File: src/rtl/song_sequencer_pkg.sv
// Shared song-sequencer definitions: field widths, the end-of-song duration marker and FSM state codes.
// ROM word layout is {note, duration}; a zero duration terminates a song.
package song_sequencer_pkg;

    localparam int SONG_W = 2;
    localparam int IDX_W  = 5;
    localparam int NOTE_W = 6;
    localparam int DUR_W  = 6;

    localparam int ADDR_W = SONG_W + IDX_W;
    localparam int WORD_W = NOTE_W + DUR_W;

    localparam logic [DUR_W-1:0] END_DURATION = '0;
    localparam logic [IDX_W-1:0] IDX_LAST     = '1;

    typedef enum logic [2:0] {
        S_IDLE      = 3'd0,
        S_FETCH     = 3'd1,
        S_DECODE    = 3'd2,
        S_WAIT_NOTE = 3'd3,
        S_END       = 3'd4
    } state_t;

    function automatic logic [NOTE_W-1:0] word_note(input logic [WORD_W-1:0] w);
        return w[WORD_W-1:DUR_W];
    endfunction

    function automatic logic [DUR_W-1:0] word_dur(input logic [WORD_W-1:0] w);
        return w[DUR_W-1:0];
    endfunction

endpackage

File: src/rtl/song_sequencer_dffre.sv
// Generic register with synchronous active-high reset and load enable; 1-cycle latency, no backpressure.
module song_sequencer_dffre #(
    parameter int W = 1
) (
    input  logic         clk_i,
    input  logic         reset_i,
    input  logic         en_i,
    input  logic [W-1:0] d_i,
    output logic [W-1:0] q_o
);

    always_ff @(posedge clk_i) begin
        if (reset_i) begin
            q_o <= '0;
        end else if (en_i) begin
            q_o <= d_i;
        end
    end

endmodule

File: src/rtl/song_sequencer.sv
// Walks a song ROM, pulsing load_note per entry and waiting on the player's note_done; 3 cycles overhead per note.
// play low pauses in WAIT_NOTE only. Macro LOOP_SONG_EN: END restarts the same song while play is high.
module song_sequencer
    import song_sequencer_pkg::*;
(
    input  logic              clk_i,
    input  logic              reset_i,
    input  logic              play_i,
    input  logic [SONG_W-1:0] song_sel_i,
    input  logic              note_done_i,
    output logic [ADDR_W-1:0] rom_addr_o,
    input  logic [WORD_W-1:0] rom_data_i,
    output logic [NOTE_W-1:0] note_out_o,
    output logic [DUR_W-1:0]  duration_out_o,
    output logic              load_note_o,
    output logic              player_en_o,
    output logic              busy_o,
    output logic              song_done_o,
    output logic [IDX_W-1:0]  note_index_o
);

    state_t              state_q;
    logic [ADDR_W-1:0]   rom_addr_q;
    logic [NOTE_W-1:0]   note_q;
    logic [DUR_W-1:0]    dur_q;
    logic                load_q;
    logic                done_q;

    logic [SONG_W-1:0]   song_q;
    logic [SONG_W-1:0]   song_d;
    logic                song_en;
    logic [IDX_W-1:0]    idx_q;
    logic [IDX_W-1:0]    idx_d;
    logic                idx_en;

    logic                start;
    logic                note_fin;
    logic                advance;
    logic                restart;
    logic [NOTE_W-1:0]   rom_note;
    logic [DUR_W-1:0]    rom_dur;

    assign rom_note = word_note(rom_data_i);
    assign rom_dur  = word_dur(rom_data_i);

    // load_q marks the first WAIT_NOTE cycle, where note_done still reflects the previous note.
    always_comb begin
        start    = (state_q == S_IDLE) && play_i;
        note_fin = (state_q == S_WAIT_NOTE) && play_i && !load_q && note_done_i;
        advance  = note_fin && (idx_q != IDX_LAST);
`ifdef LOOP_SONG_EN
        restart  = (state_q == S_END) && play_i;
`else
        restart  = 1'b0;
`endif
        song_d   = song_sel_i;
        song_en  = start;
        idx_en   = start || advance || restart;
        idx_d    = advance ? idx_q + 1'b1 : '0;
    end

    song_sequencer_dffre #(.W(SONG_W)) u_song_reg (
        .clk_i   (clk_i),
        .reset_i (reset_i),
        .en_i    (song_en),
        .d_i     (song_d),
        .q_o     (song_q)
    );

    song_sequencer_dffre #(.W(IDX_W)) u_idx_reg (
        .clk_i   (clk_i),
        .reset_i (reset_i),
        .en_i    (idx_en),
        .d_i     (idx_d),
        .q_o     (idx_q)
    );

    // rom_addr is loaded on entry to FETCH so the ROM word lands during DECODE.
    always_ff @(posedge clk_i) begin
        if (reset_i) begin
            state_q    <= S_IDLE;
            rom_addr_q <= '0;
            note_q     <= '0;
            dur_q      <= '0;
            load_q     <= 1'b0;
            done_q     <= 1'b0;
        end else begin
            load_q <= 1'b0;
            done_q <= 1'b0;
            case (state_q)
                S_IDLE: begin
                    if (start) begin
                        state_q    <= S_FETCH;
                        rom_addr_q <= {song_d, idx_d};
                    end
                end
                S_FETCH: begin
                    state_q <= S_DECODE;
                end
                S_DECODE: begin
                    if (rom_dur == END_DURATION) begin
                        state_q <= S_END;
                        done_q  <= 1'b1;
                    end else begin
                        note_q  <= rom_note;
                        dur_q   <= rom_dur;
                        load_q  <= 1'b1;
                        state_q <= S_WAIT_NOTE;
                    end
                end
                S_WAIT_NOTE: begin
                    if (note_fin) begin
                        if (advance) begin
                            state_q    <= S_FETCH;
                            rom_addr_q <= {song_q, idx_d};
                        end else begin
                            state_q <= S_END;
                            done_q  <= 1'b1;
                        end
                    end
                end
                S_END: begin
                    if (restart) begin
                        state_q    <= S_FETCH;
                        rom_addr_q <= {song_q, idx_d};
                    end else begin
                        state_q <= S_IDLE;
                    end
                end
                default: begin
                    state_q <= S_IDLE;
                end
            endcase
        end
    end

    assign rom_addr_o     = rom_addr_q;
    assign note_out_o     = note_q;
    assign duration_out_o = dur_q;
    assign load_note_o    = load_q;
    assign song_done_o    = done_q;
    assign note_index_o   = idx_q;
    assign busy_o         = (state_q != S_IDLE);
    // Gating is a direct level so a pause stops the player's beat count in the same cycle.
    assign player_en_o    = (state_q == S_WAIT_NOTE) && play_i;

endmodule
File: config.mk
export PLATFORM = sky130hd
export DESIGN_NAME = song_sequencer
export DESIGN_NICKNAME = d
export VERILOG_FILES = /design/src/rtl/song_sequencer_pkg.sv /design/src/rtl/song_sequencer_dffre.sv /design/src/rtl/song_sequencer.sv
export SDC_FILE = /design/constraint.sdc
export NUM_CORES = 1
export LEC_CHECK = 0
export ABC_AREA = 0
export BUFFER_PORTS_ARGS = -buffer_cell sky130_fd_sc_hd__buf_2
export CORE_AREA = 2 2 52 73
export CTS_CLUSTER_SIZE = 28
export DETAILED_ROUTE_END_ITERATION = 10
export DIE_AREA = 0 0 54 75
export PLACE_DENSITY = 0.81
export SLEW_MARGIN = 20
export SYNTH_ARGS = -nofsm -noshare
export SYNTH_HDL_FRONTEND = slang
export SYNTH_SLANG_ARGS = --single-unit
export TNS_END_PERCENT = 30
File: constraint.sdc
create_clock -name clk_i -period 1.75 [get_ports clk_i]
set_clock_uncertainty 0.15 [all_clocks]
set_input_delay 0.175 -clock clk_i [delete_from_list [all_inputs] [get_ports clk_i]]
set_output_delay 0.175 -clock clk_i [all_outputs]
set_load 0.02 [all_outputs]
==> impl_metrics.ini <==
[sta]
report.final.setup_viol = 5
grt_setup_unrepaired = true
worstMarginPinSlew_ps = 832
fin_ws_ps = -11.5
maxSlewViolCount = 0
fmaxAchievable_mhz = 568
relSlewSlack = 0.445
period_share = 1.01
hold_viol_final = 0
period_minus_slack_ps = 1760

[logic_synthesis]
synth_area_leaders = dfxtp_1 (42%), nand2b_1 (13%), mux2i_1 (8.1%)
ys_seq_area_frac = 0.418
synth.avg_cell_area_um2 = 10.3
async_reset_ff_frac = 0
synth_cells = 144
synth_cell_types = 40
synthesis.nets = 164
ys.flop_type = dfxtp_1
ys_seq_elements = 31
netlist_area_um2 = 1490
yosys.area.top_type = dfxtp_1
synth_top_area_frac = 0.418
synth-edff-count = 0
yosys_warnings = 0

[power]
p_comb_frac = 0.199
p_int_mw = 1.26
switching_share = 0.272
p_leak_nw = 0.884
pwr-share-seq = 0.446
ir_drop_uv = 615
p_per_area_nw_per_um2 = 836
netSwitchingPower_uw = 469
clockPowerShare = 0.355
power.total_mw = 1.73

[worst_hold_path]
min_path_type = in2reg

[layout]
drive_gt1_frac = 0.429
fin_util = 0.612
layout_commonest_cell = buf_2
layout_common_cells = buf_2 (45), nand2b_1 (31), dfxtp_1 (29), mux2i_1 (12), buf_4 (10)
area_delta_synth_final_pct = 39.3
nNetsFinal = 224
instances_no_fill = 245
antennaDiodeCount = 0

[grt]
grt_max_degree = 54
grt_antenna_before_repair = 0
grt.overflow.total = 0
grt_pass1_vias = 1194
track_usage = 0.175
grt_pass1_wl_mm = 5.10

[clock_tree]
cts_sinks = 31
clock_latency_ps = 280
root_buffer = clkbuf_8
cts_buffer_depth = 2
clk_pin_slew_ps = 60
htree_levels = 2
cts_made_buffers = 5
cts_tree = done

[critical_path]
required_ps = 1730
rrSetupSlack_ps = -10
endpoint_kind = flip-flop
crit_arrival_ps = 1740
slowest_stage = dfxtp_4
r2r_end = rom_addr_o[2]
reg2reg_depth = 7
r2r_start = u_idx_reg.q_o[1]
worstPathCellList = ha_4, and3_4, ha_4, nor3b_4, buf_4, a21o_4, o32ai_2
max_stage_delay_ps = 350
endpoint = rom_addr_o[2]
crit_start = u_idx_reg.q_o[1]
path_class = reg2reg
cp_common_cell = ha_4
startpoint_type = flip-flop
crit_path_max_fanout = 6

[floorplan]
placementRows = 25
coreArea_um2 = 3380
die_x_um = 54
initial_core_util = 0.440
die_h_um = 75
io_pins = 46
dieArea_um2 = 4050

[placement]
gp_congestion = 0.725
dp_cells = 227
hpwl_mm = 2.23
port_buffers = 45
dp_slack_ps = -119

[drt]
drtAntennaViolNets = 0
drt-pass1-iter-count = 4
finalWirelength_mm = 3.29
dr_total_vias = 1274
viasPerCell = 5.20
drt_iter0_drc = 11
drc = 0
routedWlPerCell_um = 13.4

[run]
drv_cap = 0

[outcome]
outcome = complete, but fails checks
violations = negative setup slack
## per-layer routing
layer / global-route usage / routed length (um) / vias to the layer above / part of all wire
met5: 0 / 0 / - / 0
met4: 0.0667 / 48 / 0 / 0.015
met3: 0.0536 / 148 / 5 / 0.045
met2: 0.332 / 1790 / 34 / 0.54
met1: 0.171 / 1310 / 601 / 0.40
li1: - / - / 634 / -
## cells by family after synthesis
| kind of cell | synth area share |
|---|---|
| simple gates | 0.275 |
| mux | 0.0809 |
| buf+inv | 0.0564 |
| xor+xnor | 0.0118 |
| flops | 0.418 |
| fa+ha+maj | 0.0168 |
| compound gates | 0.142 |
## state kept, by name, summed over array words and instances, names as in the netlist
signal / cells
song_done_o: 1
state_q: 3
u_song_reg.q_o: 2
load_note_o: 1
duration_out_o: 6
note_out_o: 6
rom_addr_o: 7
u_idx_reg.q_o: 5
## stage by stage
step | hold slack, ps | area, um2 | setup TNS, ps
2_1_floorplan | 150 | 1530 | 0
3_3_place_gp | 279 | 1800 | -301
3_5_place_dp | 285 | 1800 | -894
4_1_cts | 0.790 | 2030 | -7.50
5_1_grt | 21.2 | 2070 | -665
6_report | 4.25 | 2070 | -30.7
## how the worst min path moves through the flow
stage | start | depth (start not counted) | slack [ps] | to
floorplan | play_i | 1 | 150 | state_q[0]
global placement | song_sel_i[0] | 3 | 280 | u_song_reg.q_o[0]
detailed placement | song_sel_i[1] | 3 | 290 | u_song_reg.q_o[1]
CTS | rom_data_i[10] | 3 | 0.8 | note_out_o[4]
global route | rom_data_i[10] | 3 | 20 | note_out_o[4]
finish | rom_data_i[10] | 3 | 4 | note_out_o[4]
## power groups by stage
stage	sequential, mW	combinational, mW	clock, mW
after floorplan	0.810	0.192	0
after global placement	0.785	0.291	0
after detailed placement	0.786	0.297	0
after CTS	0.771	0.338	0.627
after global routing	0.775	0.373	0.654
final	0.771	0.343	0.613
## final cells by class
cell class	instances	area, um2
clock buffer	8	100
fill	282	1310
inverter	3	11.3
multi-input combinational	101	907
sequential	31	628
tap	40	50.0
timing repair buffer	62	372
## timing repair
item	4_1_cts	5_1_grt
hold buffers	6	0
gates resized for setup	7	5
buffers inserted	2	0
endpoints found under the setup margin	12	12
gates cloned	2	0
hold endpoints to repair	6	0
pin swaps	3	3
## cells in the mapped netlist (3+ instances only)
| master | n |
|---|---|
| nand2_1 | 5 |
| buf_6 | 4 |
| dfxtp_1 | 31 |
| nand2b_1 | 31 |
| inv_1 | 3 |
| mux2i_1 | 12 |
| o32ai_1 | 8 |
| nor3_1 | 3 |
| or4b_1 | 3 |
| clkbuf_1 | 6 |
| nor2_1 | 5 |
## worst max-delay path: cells and delay by family (launching register included)
kind	cells	cell delay, ps
AND/OR/NAND/NOR	2	380
flip-flops	1	350
adder cells (fa/ha/maj)	2	310
buffers and inverters	1	170
AO/OA/AOI/OAI	2	250
No activity file was read; power rests on OpenSTA's default activity.
